$ cat config.mk
export PLATFORM = sky130hd
export DESIGN_NAME = identificador_param
export DESIGN_NICKNAME = d
export VERILOG_FILES = /design/src/rtl/identificador_param.sv
export SDC_FILE = /design/constraint.sdc
export NUM_CORES = 1
export LEC_CHECK = 0
export ABC_CLOCK_PERIOD_IN_PS = 1910
export CAP_MARGIN = 20
export CORE_ASPECT_RATIO = 1.25
export CORE_MARGIN = 5
export CORE_UTILIZATION = 40
export DETAILED_ROUTE_END_ITERATION = 6
export DONT_BUFFER_PORTS = 1
export PLACE_DENSITY = 0.54
export SLEW_MARGIN = 25
export SYNTH_ARGS = -nofsm -noshare
export SYNTH_HDL_FRONTEND = slang
export SYNTH_SLANG_ARGS = --single-unit
$ cat constraint.sdc
create_clock -name clk -period 1.91 [get_ports clk]
set_input_delay 0.382 -clock clk [delete_from_list [all_inputs] [get_ports clk]]
set_output_delay 0.382 -clock clk [all_outputs]
set_load 0.1 [all_outputs]
$ cat src/rtl/identificador_param.sv
`default_nettype none
// ============================================================================
// Module   : identificador_param
// Brief    : Groups strobed note codes into words and classifies each word
//            from the prefix of its first note. It also flags aborted words
//            and counts the words that complete.
// Revision : 1.0 - initial release
// ============================================================================
module identificador_param #(
    parameter int         NOTE_W  = 4,
    parameter logic [7:0] MAP     = 8'b10_01_01_00,
    parameter logic [15:0] LENS   = 16'h0443,
    parameter int         TIMEOUT = 64,
    parameter bit         SYNC    = 1'b1,
    parameter int         CNT_W   = 8
) (
    input  logic              clk,
    input  logic              reset,
    input  logic              ok,
    input  logic [NOTE_W-1:0] nota,
    output logic              fim,
    output logic [1:0]        tipo,
    output logic              erro,
    output logic [3:0]        estado_atual,
    output logic [3:0]        contagem,
    output logic [CNT_W-1:0]  palavras
);

    typedef enum logic [3:0] {
        OCIOSO  = 4'd0,
        PREFIXO = 4'd1,
        CORPO   = 4'd2,
        FIM     = 4'd3,
        ERRO    = 4'd4
    } state_t;

    localparam int              TMR_W    = (TIMEOUT > 1) ? $clog2(TIMEOUT) : 1;
    localparam logic [TMR_W-1:0] TMR_LAST = TMR_W'((TIMEOUT > 0) ? TIMEOUT - 1 : 0);

    logic              w_ok_s;
    logic [NOTE_W-1:0] w_nota_s;

    generate
        if (SYNC) begin : g_sync
            logic              ok_meta_q, ok_sync_q;
            logic [NOTE_W-1:0] nota_meta_q, nota_sync_q;

            always_ff @(posedge clk) begin
                if (!reset) begin
                    ok_meta_q   <= 1'b0;
                    ok_sync_q   <= 1'b0;
                    nota_meta_q <= '0;
                    nota_sync_q <= '0;
                end else begin
                    ok_meta_q   <= ok;
                    ok_sync_q   <= ok_meta_q;
                    nota_meta_q <= nota;
                    nota_sync_q <= nota_meta_q;
                end
            end

            assign w_ok_s   = ok_sync_q;
            assign w_nota_s = nota_sync_q;
        end else begin : g_direct
            assign w_ok_s   = ok;
            assign w_nota_s = nota;
        end
    endgenerate

    state_t            state_q, state_d;
    logic [1:0]        word_t_q, word_t_d;
    logic [1:0]        pref_q, pref_d;
    logic [3:0]        cnt_q, cnt_d;
    logic [TMR_W-1:0]  timer_q, timer_d;
    logic              pend_valid_q, pend_valid_d;
    logic [1:0]        pend_pref_q, pend_pref_d;
    logic              ok_prev_q;
    logic              fim_q, fim_d;
    logic              erro_q, erro_d;
    logic [1:0]        tipo_q, tipo_d;
    logic [CNT_W-1:0]  palavras_q, palavras_d;

    logic       w_accept;
    logic       w_in_valid;
    logic [1:0] w_note_pref;
    logic [1:0] w_in_pref;
    logic [1:0] w_in_type;
    logic [3:0] w_in_len;
    logic [3:0] w_cur_len;
    logic [3:0] w_cnt_inc;
    logic       w_timeout_hit;
    logic       w_nota_low_unused;

    assign w_accept          = w_ok_s & ~ok_prev_q;
    assign w_note_pref       = w_nota_s[NOTE_W-1 -: 2];
    // Only the prefix steers classification; the remaining note bits are don't-care.
    assign w_nota_low_unused = ^w_nota_s[NOTE_W-3:0];
    // A note parked during FIM/ERRO takes the place of a fresh accept in OCIOSO.
    assign w_in_valid        = w_accept | pend_valid_q;
    assign w_in_pref         = pend_valid_q ? pend_pref_q : w_note_pref;
    assign w_in_type         = MAP[{w_in_pref, 1'b0} +: 2];
    assign w_in_len          = LENS[{w_in_type, 2'b00} +: 4];
    assign w_cur_len         = LENS[{word_t_q, 2'b00} +: 4];
    assign w_cnt_inc         = cnt_q + 4'd1;
    assign w_timeout_hit     = (TIMEOUT != 0) && (timer_q == TMR_LAST);

    always_comb begin
        state_d      = state_q;
        word_t_d     = word_t_q;
        pref_d       = pref_q;
        cnt_d        = cnt_q;
        timer_d      = timer_q;
        pend_valid_d = pend_valid_q;
        pend_pref_d  = pend_pref_q;
        tipo_d       = tipo_q;
        palavras_d   = palavras_q;

        case (state_q)
            OCIOSO: begin
                pend_valid_d = 1'b0;
                if (w_in_valid) begin
                    if (w_in_len < 4'd2) begin
                        state_d = ERRO;
                    end else begin
                        word_t_d = w_in_type;
                        pref_d   = w_in_pref;
                        cnt_d    = 4'd1;
                        timer_d  = '0;
                        state_d  = PREFIXO;
                    end
                end
            end
            PREFIXO: begin
                if (w_accept) begin
                    timer_d = '0;
                    if (w_note_pref != pref_q) begin
                        cnt_d   = '0;
                        state_d = ERRO;
                    end else begin
                        cnt_d   = 4'd2;
                        state_d = (w_cur_len == 4'd2) ? FIM : CORPO;
                    end
                end else if (w_timeout_hit) begin
                    cnt_d   = '0;
                    state_d = ERRO;
                end else begin
                    timer_d = timer_q + 1'b1;
                end
            end
            CORPO: begin
                if (w_accept) begin
                    timer_d = '0;
                    cnt_d   = w_cnt_inc;
                    if (w_cnt_inc == w_cur_len) begin
                        state_d = FIM;
                    end
                end else if (w_timeout_hit) begin
                    cnt_d   = '0;
                    state_d = ERRO;
                end else begin
                    timer_d = timer_q + 1'b1;
                end
            end
            FIM, ERRO: begin
                cnt_d   = '0;
                state_d = OCIOSO;
                if (w_accept) begin
                    pend_valid_d = 1'b1;
                    pend_pref_d  = w_note_pref;
                end
            end
            default: begin
                cnt_d   = '0;
                state_d = OCIOSO;
            end
        endcase

        if (state_d == FIM) begin
            tipo_d     = word_t_q;
            palavras_d = palavras_q + 1'b1;
        end

        fim_d  = (state_d == FIM);
        erro_d = (state_d == ERRO);
    end

    always_ff @(posedge clk) begin
        if (!reset) begin
            state_q      <= OCIOSO;
            word_t_q     <= '0;
            pref_q       <= '0;
            cnt_q        <= '0;
            timer_q      <= '0;
            pend_valid_q <= 1'b0;
            pend_pref_q  <= '0;
            ok_prev_q    <= 1'b0;
            fim_q        <= 1'b0;
            erro_q       <= 1'b0;
            tipo_q       <= '0;
            palavras_q   <= '0;
        end else begin
            state_q      <= state_d;
            word_t_q     <= word_t_d;
            pref_q       <= pref_d;
            cnt_q        <= cnt_d;
            timer_q      <= timer_d;
            pend_valid_q <= pend_valid_d;
            pend_pref_q  <= pend_pref_d;
            ok_prev_q    <= w_ok_s;
            fim_q        <= fim_d;
            erro_q       <= erro_d;
            tipo_q       <= tipo_d;
            palavras_q   <= palavras_d;
        end
    end

    assign fim          = fim_q;
    assign erro         = erro_q;
    assign tipo         = tipo_q;
    assign estado_atual = state_q;
    assign contagem     = cnt_q;
    assign palavras     = palavras_q;

endmodule
`default_nettype wire
==> results.tsv, run 1 <==
metric	value	unit
status	complete, but fails checks	
violations	setup timing	
firstDrtPassIters	4	
clockRootBuffer	clkbuf_8	
min_path_cells	1	
num_antenna_cells	0	
clock_path_buffers	2	
regToRegStartpoint	contagem[1]$_SDFFE_PN0P_	
drv_cap	0	
reg2reg_to	palavras[5]$_SDFFE_PN0N_	
p_seq_share	50.1	%
path_max_fanout	5	
combPwrFrac	9.1	%
grt_pass1_wl	9239	um
routed_via_density	5.546	
cp-start-kind	flip-flop	
critPathMaxStageDelay	470	ps
syn-num-nets	245	
dp.cells	339	
numCtsBuffers	5	
dieArea	0.006718	mm2
drc	0	
ant_nets	0	
final_cells	350	
port_buffers	0	
fp.coreArea	0.005044	mm2
yosysTopAreaCellShare	38.72	%
synth_seq_cells	40	
grt_overflow	0	
finalCritPeriodShare	108.0	%
ys_top_cells_by_count	dfxtp_1, a21oi_1, nor2_1, nand2_1, o21ai_0	
fmax	484.7	MHz
grt_pass1_vias	1889	
die_w	74.32	um
ir_drop	475.1	uV
internal_power	1274	uW
synth_warnings	0	
async_flop_share	0	%
io_pins	27	
antenna_found_initial	0	
hold_class	in -> reg	
hold_violations	0	
ys_top_cells_by_area	dfxtp_1, a21oi_1, o21ai_0	
clk_pin_slew	80	ps
post-route-util	57.08	%
synth_top_area_cell	dfxtp_1	
cts_sinks	40	
ys_dominant_reg_cell	dfxtp_1	
setup-violations-final	7	
power_density	587.7	mW/mm2
critical_path.slowest_cell	or4_1	
synth_cells	233	
wire_per_inst	15.82	um
std_cell_rows	29	
place_worst_setup_slack	-162.0	ps
switching_share	24.69	%
initial_utilization	41.01	%
synth_edf_count	0	
min_from	reset	
ys_seq_area_share	38.72	%
worstPathArrival	2290	ps
wirelength	5538	um
fin_ws	-153.0	ps
finalMaxSlewViolations	0	
r2r_slack	-150	ps
end_kind	flip-flop	
yosysMostFrequentCell	dfxtp_1	
syn-cell-area	0.002068	mm2
nets	299	
drt_iter0_drc	109	
syn_area_per_cell	8.877	um2
grt_usage	17.22	%
rsz0062_at_grt	true	
cts_hold_buf	0	
via_count	1941	
crit_chain	ha_4 -> a211o_1 -> o211ai_4 -> o2111ai_4 -> or4_1 -> a21oi_2	
place.gp.congestion	0.8148	
place_hpwl	3825	um
skew	7.693	ps
synthToLayoutAreaGrowth	39.20	%
clkLatencyLatePin	300	ps
period_needed	2063	ps
path_class	reg -> reg	
htreeDepth	2	
fill_cells	460	
crit_required	2130	ps
clkPwrFrac	40.8	%
die_y	90.40	um
cts_tree	built	
synth_cell_type_count	56	
cellLeakagePower	0.001126	uW
layout-drive-gt1-share	42.36	%
rr_worst_depth	6	
p_sw	417.8	uW
grt_max_degree	22	
whs_endpoint	estado_atual[1]$_SDFF_PN0_	
[through the flow]
step | hold slack, ps | cell area [um2] | power (uW) | setup TNS [ps]
finish | 205.6 | 2879 | 1692 | -705.6
global route | 193.7 | 2879 | 1755 | -1246
CTS | 197.6 | 2763 | 1700 | -539.0
detailed placement | 412.9 | 2541 | 998.4 | -909.7
global placement | 409.1 | 2541 | 997.1 | -729.5
floorplan | 405.7 | 2127 | 957.0 | -934.8
[state kept, by name (all words and copies together) (netlist names)]
register	count
palavras	8
timer_q	6
contagem	4
estado_atual	4
g_sync.nota_meta_q	2
g_sync.nota_sync_q	2
pend_pref_q	2
pref_q	2
tipo	2
word_t_q	2
erro	1
fim	1
g_sync.ok_meta_q	1
g_sync.ok_sync_q	1
ok_prev_q	1
pend_valid_q	1
[how the worst max path moves through the flow]
| stage | start | end | cells past startpoint |
|---|---|---|---|
| finish | contagem[1]$_SDFFE_PN0P_ | palavras[5]$_SDFFE_PN0N_ | 6 |
| floorplan | contagem[0]$_SDFFE_PN0P_ | palavras[4]$_SDFFE_PN0N_ | 7 |
| CTS | contagem[1]$_SDFFE_PN0P_ | palavras[5]$_SDFFE_PN0N_ | 6 |
| global route | contagem[1]$_SDFFE_PN0P_ | palavras[5]$_SDFFE_PN0N_ | 6 |
| detailed placement | word_t_q[0]$_SDFFE_PN0P_ | palavras[7]$_SDFFE_PN0N_ | 8 |
| global placement | word_t_q[0]$_SDFFE_PN0P_ | palavras[7]$_SDFFE_PN0N_ | 8 |
[kinds of logic (layout without fill, tap and decap cells)]
| family | count (synthesis) | after routing | share of synthesized area, % |
|---|---|---|---|
| and+or+nand+nor | 89 | 89 | 24.32 |
| AOI/OAI and AO/OA | 66 | 67 | 22.99 |
| DFF | 40 | 40 | 38.72 |
| buffers and inverters | 18 | 72 | 4.114 |
| muxes | 10 | 10 | 4.961 |
| adders and majority gates | 5 | 5 | 3.025 |
| xor gates and xnor gates | 4 | 4 | 1.694 |
| other | 1 | 1 | 0.1813 |
[metal layers]
layer / up-vias / part of all wire, % / global-route usage, %
met5: - / 0 / 0
met4: 0 / 1.4 / 6.083
met3: 8 / 4.5 / 4.009
met2: 39 / 52 / 28.77
met1: 924 / 42 / 21.14
li1: 970 / - / -
[power groups by stage]
stage	combinational, uW	clock [uW]	sequential (uW)
final	155	690	847
after detailed placement	132	0	867
after CTS	146	707	847
after global routing	167	739	849
after global placement	131	0	866
after floorplan	66.3	0	891
[layout by cell type (no fill, tap or decap), types with 3 or more instances in the layout]
| cell type | n |
|---|---|
| o21ai_2 | 3 |
| or3_1 | 3 |
| nand2b_1 | 3 |
| and2_1 | 9 |
| nand4_1 | 6 |
| buf_4 | 52 |
| nand2_1 | 16 |
| dfxtp_4 | 4 |
| mux2i_1 | 8 |
| o31ai_1 | 4 |
| dfxtp_2 | 13 |
| nor2_1 | 18 |
| o21ai_0 | 14 |
| clkbuf_8 | 6 |
| a21oi_1 | 15 |
| a21oi_2 | 5 |
| dfxtp_1 | 23 |
| or4_1 | 5 |
| nand3_1 | 9 |
| inv_1 | 8 |
| buf_6 | 3 |
[worst max-delay path: cells and delay by family (launching register included)]
kind                     cells  cell delay, ps
AND/OR/NAND/NOR              1             470
adder cells (fa/ha/maj)      1             260
AO/OA/AOI/OAI                4             910
flip-flops                   1             360
[layout make-up]
cell class / count / area, um2 / share of cell area (%)
multi-input combinational: 176 / 1395 / 48.46
inverter: 9 / 33.78 / 1.173
timing repair buffer: 55 / 424.2 / 14.73
clock inverter: 1 / 8.758 / 0.3042
clock buffer: 7 / 107.6 / 3.738
sequential: 40 / 832.0 / 28.90
tap: 62 / 77.57 / 2.694
[repair_timing]
action / in CTS / in global routing
setup buffers: 1 / 2
gates cloned: 1 / 0
pin swaps: 4 / 11
setup endpoints to repair: 13 / 28
resized for setup: 13 / 28
Power figures use the tool's default switching activity.
==> run 2: changes to the inputs <==
Settings changed: ABC_CLOCK_PERIOD_IN_PS 1910 to 1800.
Clock period 1.91 ns to 1.8 ns, I/O delays scaled along.
==> results.tsv, run 2 (same netlist as run 1, synthesis figures left out) <==
metric	value	unit
status	complete, but fails checks	
violations	setup timing	
setup-violations-final	11	
path_class	reg -> reg	
startpoint	contagem[1]$_SDFFE_PN0P_	
ir_drop	382.2	uV
final_common_cell	buf_4	
port_buffers	0	
cts_tree	built	
rsz0062_at_grt	true	
layout.area.seq	834.6	um2
drt_iter0_drc	67	
cellLeakagePower	0.001191	uW
dieArea	0.006718	mm2
finalCritPeriodShare	109.4	%
regToRegStartpoint	contagem[1]$_SDFFE_PN0P_	
design_area	0.003014	mm2
power_density	609.8	mW/mm2
routed_via_density	5.489	
grt_pass1_vias	1994	
placed_area	0.002601	mm2
nets	309	
clock_path_buffers	2	
grt_max_degree	22	
grt_pass1_wl	9542	um
cts_hold_buf	0	
holdWs	193.0	ps
fmax	507.6	MHz
layout-drive-gt1-share	46.64	%
io_pins	27	
std_cell_rows	29	
clkLatencyLatePin	300	ps
grt_usage	17.79	%
firstDrtPassIters	4	
hold_class	in -> reg	
wirelength	5569	um
end_kind	flip-flop	
final_cells	360	
rr_worst_depth	6	
fin_ws	-169.9	ps
cts_sinks	40	
dp.cells	346	
period_needed	1970	ps
die_y	90.40	um
synthToLayoutAreaGrowth	45.73	%
wire_per_inst	15.47	um
clockRootBuffer	clkbuf_8	
min_from	nota[3]	
antenna_found_initial	0	
fill_cells	450	
path_max_fanout	6	
initial_utilization	41.01	%
ant_nets	0	
worstPathArrival	2200	ps
numCtsBuffers	5	
final_cell_mix	buf_4, dfxtp_1, nor2_1, nand2_1, a21oi_1	
hold_violations	0	
finalMaxSlewViolations	0	
grt_overflow	0	
place.gp.congestion	0.8211	
min_path_cells	1	
htreeDepth	2	
place_hpwl	3868	um
multiInputGateArea	0.001430	mm2
drv_cap	0	
crit_required	2030	ps
via_count	1976	
skew	11.02	ps
clk_pin_slew	90	ps
die_w	74.32	um
num_antenna_cells	0	
cp-start-kind	flip-flop	
drc	0	
largest_reg_flops	8	
fp.coreArea	0.005044	mm2
run 2: changes by cell type in the layout (fill, tap and decap cells not counted), moves of 2 or more:
cell	previous run	this run
inv_2	0	2
o21ai_0	14	12
o21ai_1	0	2
buf_4	52	60
inv_1	8	6
run 2: final timing paths:
kind	end	slack, ps
hold / removal	g_sync.nota_meta_q[3]$_SDFF_PN0_	190
setup reg to reg	palavras[4]$_SDFFE_PN0N_	-170
setup / recovery	palavras[4]$_SDFFE_PN0N_	-170
hold reg to reg	g_sync.nota_sync_q[2]$_SDFF_PN0_	430
run 2: report_power, final:
part	switching, uW	internal (uW)
Sequential	8.17	889
Clock	322	443
Combinational	104	72.5
Total	433	1400
run 2: worst max-delay path, cell delays in order, from the launching register on:
cell,delay (ps)
dfxtp_4,360
ha_4,260
a211o_1,260
o211ai_4,240
o2111ai_4,200
or4_1,450
a21oi_1,140
run 2: timing repair:
action,4_1_cts,5_1_grt
buffers inserted,4,2
endpoints found under the setup margin,26,27
pin swaps,10,11
resized for setup,30,21
gates cloned,1,0
endpoints found under the hold margin,0,0
run 2: per-layer routing:
layer | up-vias | GRT usage, % | share of wire, %
met5 | - | 0 | 0
met4 | 0 | 5.341 | 2.6
met3 | 13 | 3.675 | 4.4
met2 | 43 | 30.62 | 51
met1 | 929 | 21.72 | 42
li1 | 991 | - | -
run 2: metrics by stage:
step,setup TNS (ps),total power (uW),utilization (%),setup slack (ps)
2_1_floorplan,-2062,1014,-,-259.2
3_3_place_gp,-2431,1054,51.58,-255.4
3_5_place_dp,-2720,1055,51.58,-288.1
4_1_cts,-1107,1857,58.05,-151.4
5_1_grt,-2171,1908,59.76,-259.2
6_report,-1150,1838,59.76,-169.9
run 2: cell type report:
type,count,area share (%)
sequential,40,27.69
tap,62,2.574
clock buffer,8,4.068
timing repair buffer,65,17.10
multi-input combinational,176,47.45
inverter,9,1.121
==> run 3: changes to the inputs <==
Settings changed: CELL_PAD_IN_SITES_DETAIL_PLACEMENT set to 0, CELL_PAD_IN_SITES_GLOBAL_PLACEMENT set to 1, GPL_TIMING_DRIVEN set to 0, PLACE_DENSITY 0.54 to 0.68, SKIP_LAST_GASP set to 1.
==> results.tsv, run 3 (same netlist as run 1, synthesis figures left out) <==
metric	value	unit
nets	263	
numCtsBuffers	5	
grt_pass1_wl	8314	um
ir_drop	502.5	uV
htreeDepth	2	
wire_per_inst	16.21	um
cellLeakagePower	0.0009257	uW
clk_pin_slew	80	ps
layout-drive-gt1-share	30.56	%
path_max_fanout	9	
grt_max_degree	14	
design_area	0.002579	mm2
via_count	1772	
place.gp.congestion	0.7719	
final_cell_mix	dfxtp_1, a21oi_1, nor2_1, nand2_1, o21ai_0	
clkLatencyLatePin	290	ps
largest_reg_flops	8	
drt_iter0_drc	82	
rsz0062_at_grt	true	
fp.coreArea	0.005044	mm2
finalCritPeriodShare	122.0	%
skew	3.822	ps
violations	setup timing	
cts_hold_buf	0	
drc	0	
fin_ws	-396.2	ps
firstDrtPassIters	4	
routed_via_density	5.643	
place_hpwl	3691	um
cts_sinks	40	
worstMarginPinSlew	1058	ps
power_density	667.7	mW/mm2
std_cell_rows	29	
synthToLayoutAreaGrowth	24.68	%
end_kind	flip-flop	
fmax	455.3	MHz
placed_area	0.002212	mm2
wirelength	5089	um
grt_pass1_vias	1701	
final_common_cell	dfxtp_1	
initial_utilization	41.01	%
path_class	reg -> reg	
hold_violations	0	
clock_path_buffers	2	
post-route-util	51.13	%
antenna_found_initial	0	
finalMaxSlewViolations	0	
grt_overflow	0	
max_slew_margin	29.35	%
die_w	74.32	um
drv_cap	0	
hold_class	in -> reg	
die_y	90.40	um
num_antenna_cells	0	
cts_tree	built	
dieArea	0.006718	mm2
ant_nets	0	
grt_usage	15.67	%
period_needed	2196	ps
cp-start-kind	flip-flop	
worstPathArrival	2360	ps
setup-violations-final	12	
crit_required	1960	ps
io_pins	27	
clockRootBuffer	clkbuf_8	
status	complete, but fails checks	
port_buffers	0	
==> run 3: cell types whose count changed in the layout (fill, tap and decap cells not counted), moves of 3 or more <==
cell and change:
o21ai_0 +3, buf_4 -51, dfxtp_2 -5, o21ai_2 -3, dfxtp_4 +3, a21oi_1 +4
nor2_4 +3, a21oi_2 -4
==> run 3: metrics by stage <==
step                      cells  setup WS, ps  total power [uW]  hold slack, ps  setup TNS (ps)
after global placement      295        -502.0              1041           414.4           -8088
after floorplan             233        -259.2              1014           405.7           -2062
after global routing        314        -520.0              1801           189.2           -5388
after detailed placement    295        -516.3              1040           415.7           -8085
after CTS                   312        -410.2              1741           181.9           -3924
final                       314        -396.2              1722           191.1           -4004
==> run 3: worst paths after layout <==
kind | from | endpoint | slack [ps] | cells after the start
worst max-delay path | contagem[0]$_SDFFE_PN0P_ | palavras[4]$_SDFFE_PN0N_ | -400 | 7
worst min-delay path | ok | g_sync.ok_meta_q$_SDFF_PN0_ | 190 | 1
worst max register to register | contagem[0]$_SDFFE_PN0P_ | palavras[4]$_SDFFE_PN0N_ | -400 | 7
worst min register to register | g_sync.nota_meta_q[2]$_SDFF_PN0_ | g_sync.nota_sync_q[2]$_SDFF_PN0_ | 430 | 1
==> run 3: timing repair <==
action	CTS	global route
buffers inserted	8	2
pin swaps	4	4
gates resized for setup	21	21
cloned	1	0
endpoints found under the hold margin	0	0
setup endpoints to repair	30	29
==> run 3: per-layer routing <==
layer | share of wire [%] | track usage, %
met4 | 0.94 | 4.006
met2 | 50 | 26.04
met1 | 45 | 20.08
met3 | 3.8 | 3.675
met5 | 0 | 0
==> run 3: report_power, final <==
group | leakage, uW | switching [uW] | internal (uW)
Sequential | 0.000334 | 37.3 | 886
Clock | 0.0000540 | 323 | 355
Combinational | 0.000538 | 70.4 | 50.0
==> run 3: cell type report <==
| type | instances | area (um2) |
|---|---|---|
| clock inverters | 2 | 12.51 |
| well taps | 62 | 77.57 |
| flip-flops and latches | 40 | 839.6 |
| multi-input cells | 175 | 1360 |
| inverters | 9 | 33.78 |
| plain buffers | 9 | 75.07 |
| repair buffers | 11 | 86.33 |
| fillers | 493 | 2465 |
| clock buffers | 6 | 93.84 |
==> run 3: worst max-delay path, cell delays in order (launching register included) <==
cell and delay (ps):
dfxtp_4 580, ha_4 270, a211o_1 230, o211ai_2 220
o2111ai_4 220, clkbuf_8 220, o31ai_1 220, a21oi_1 90
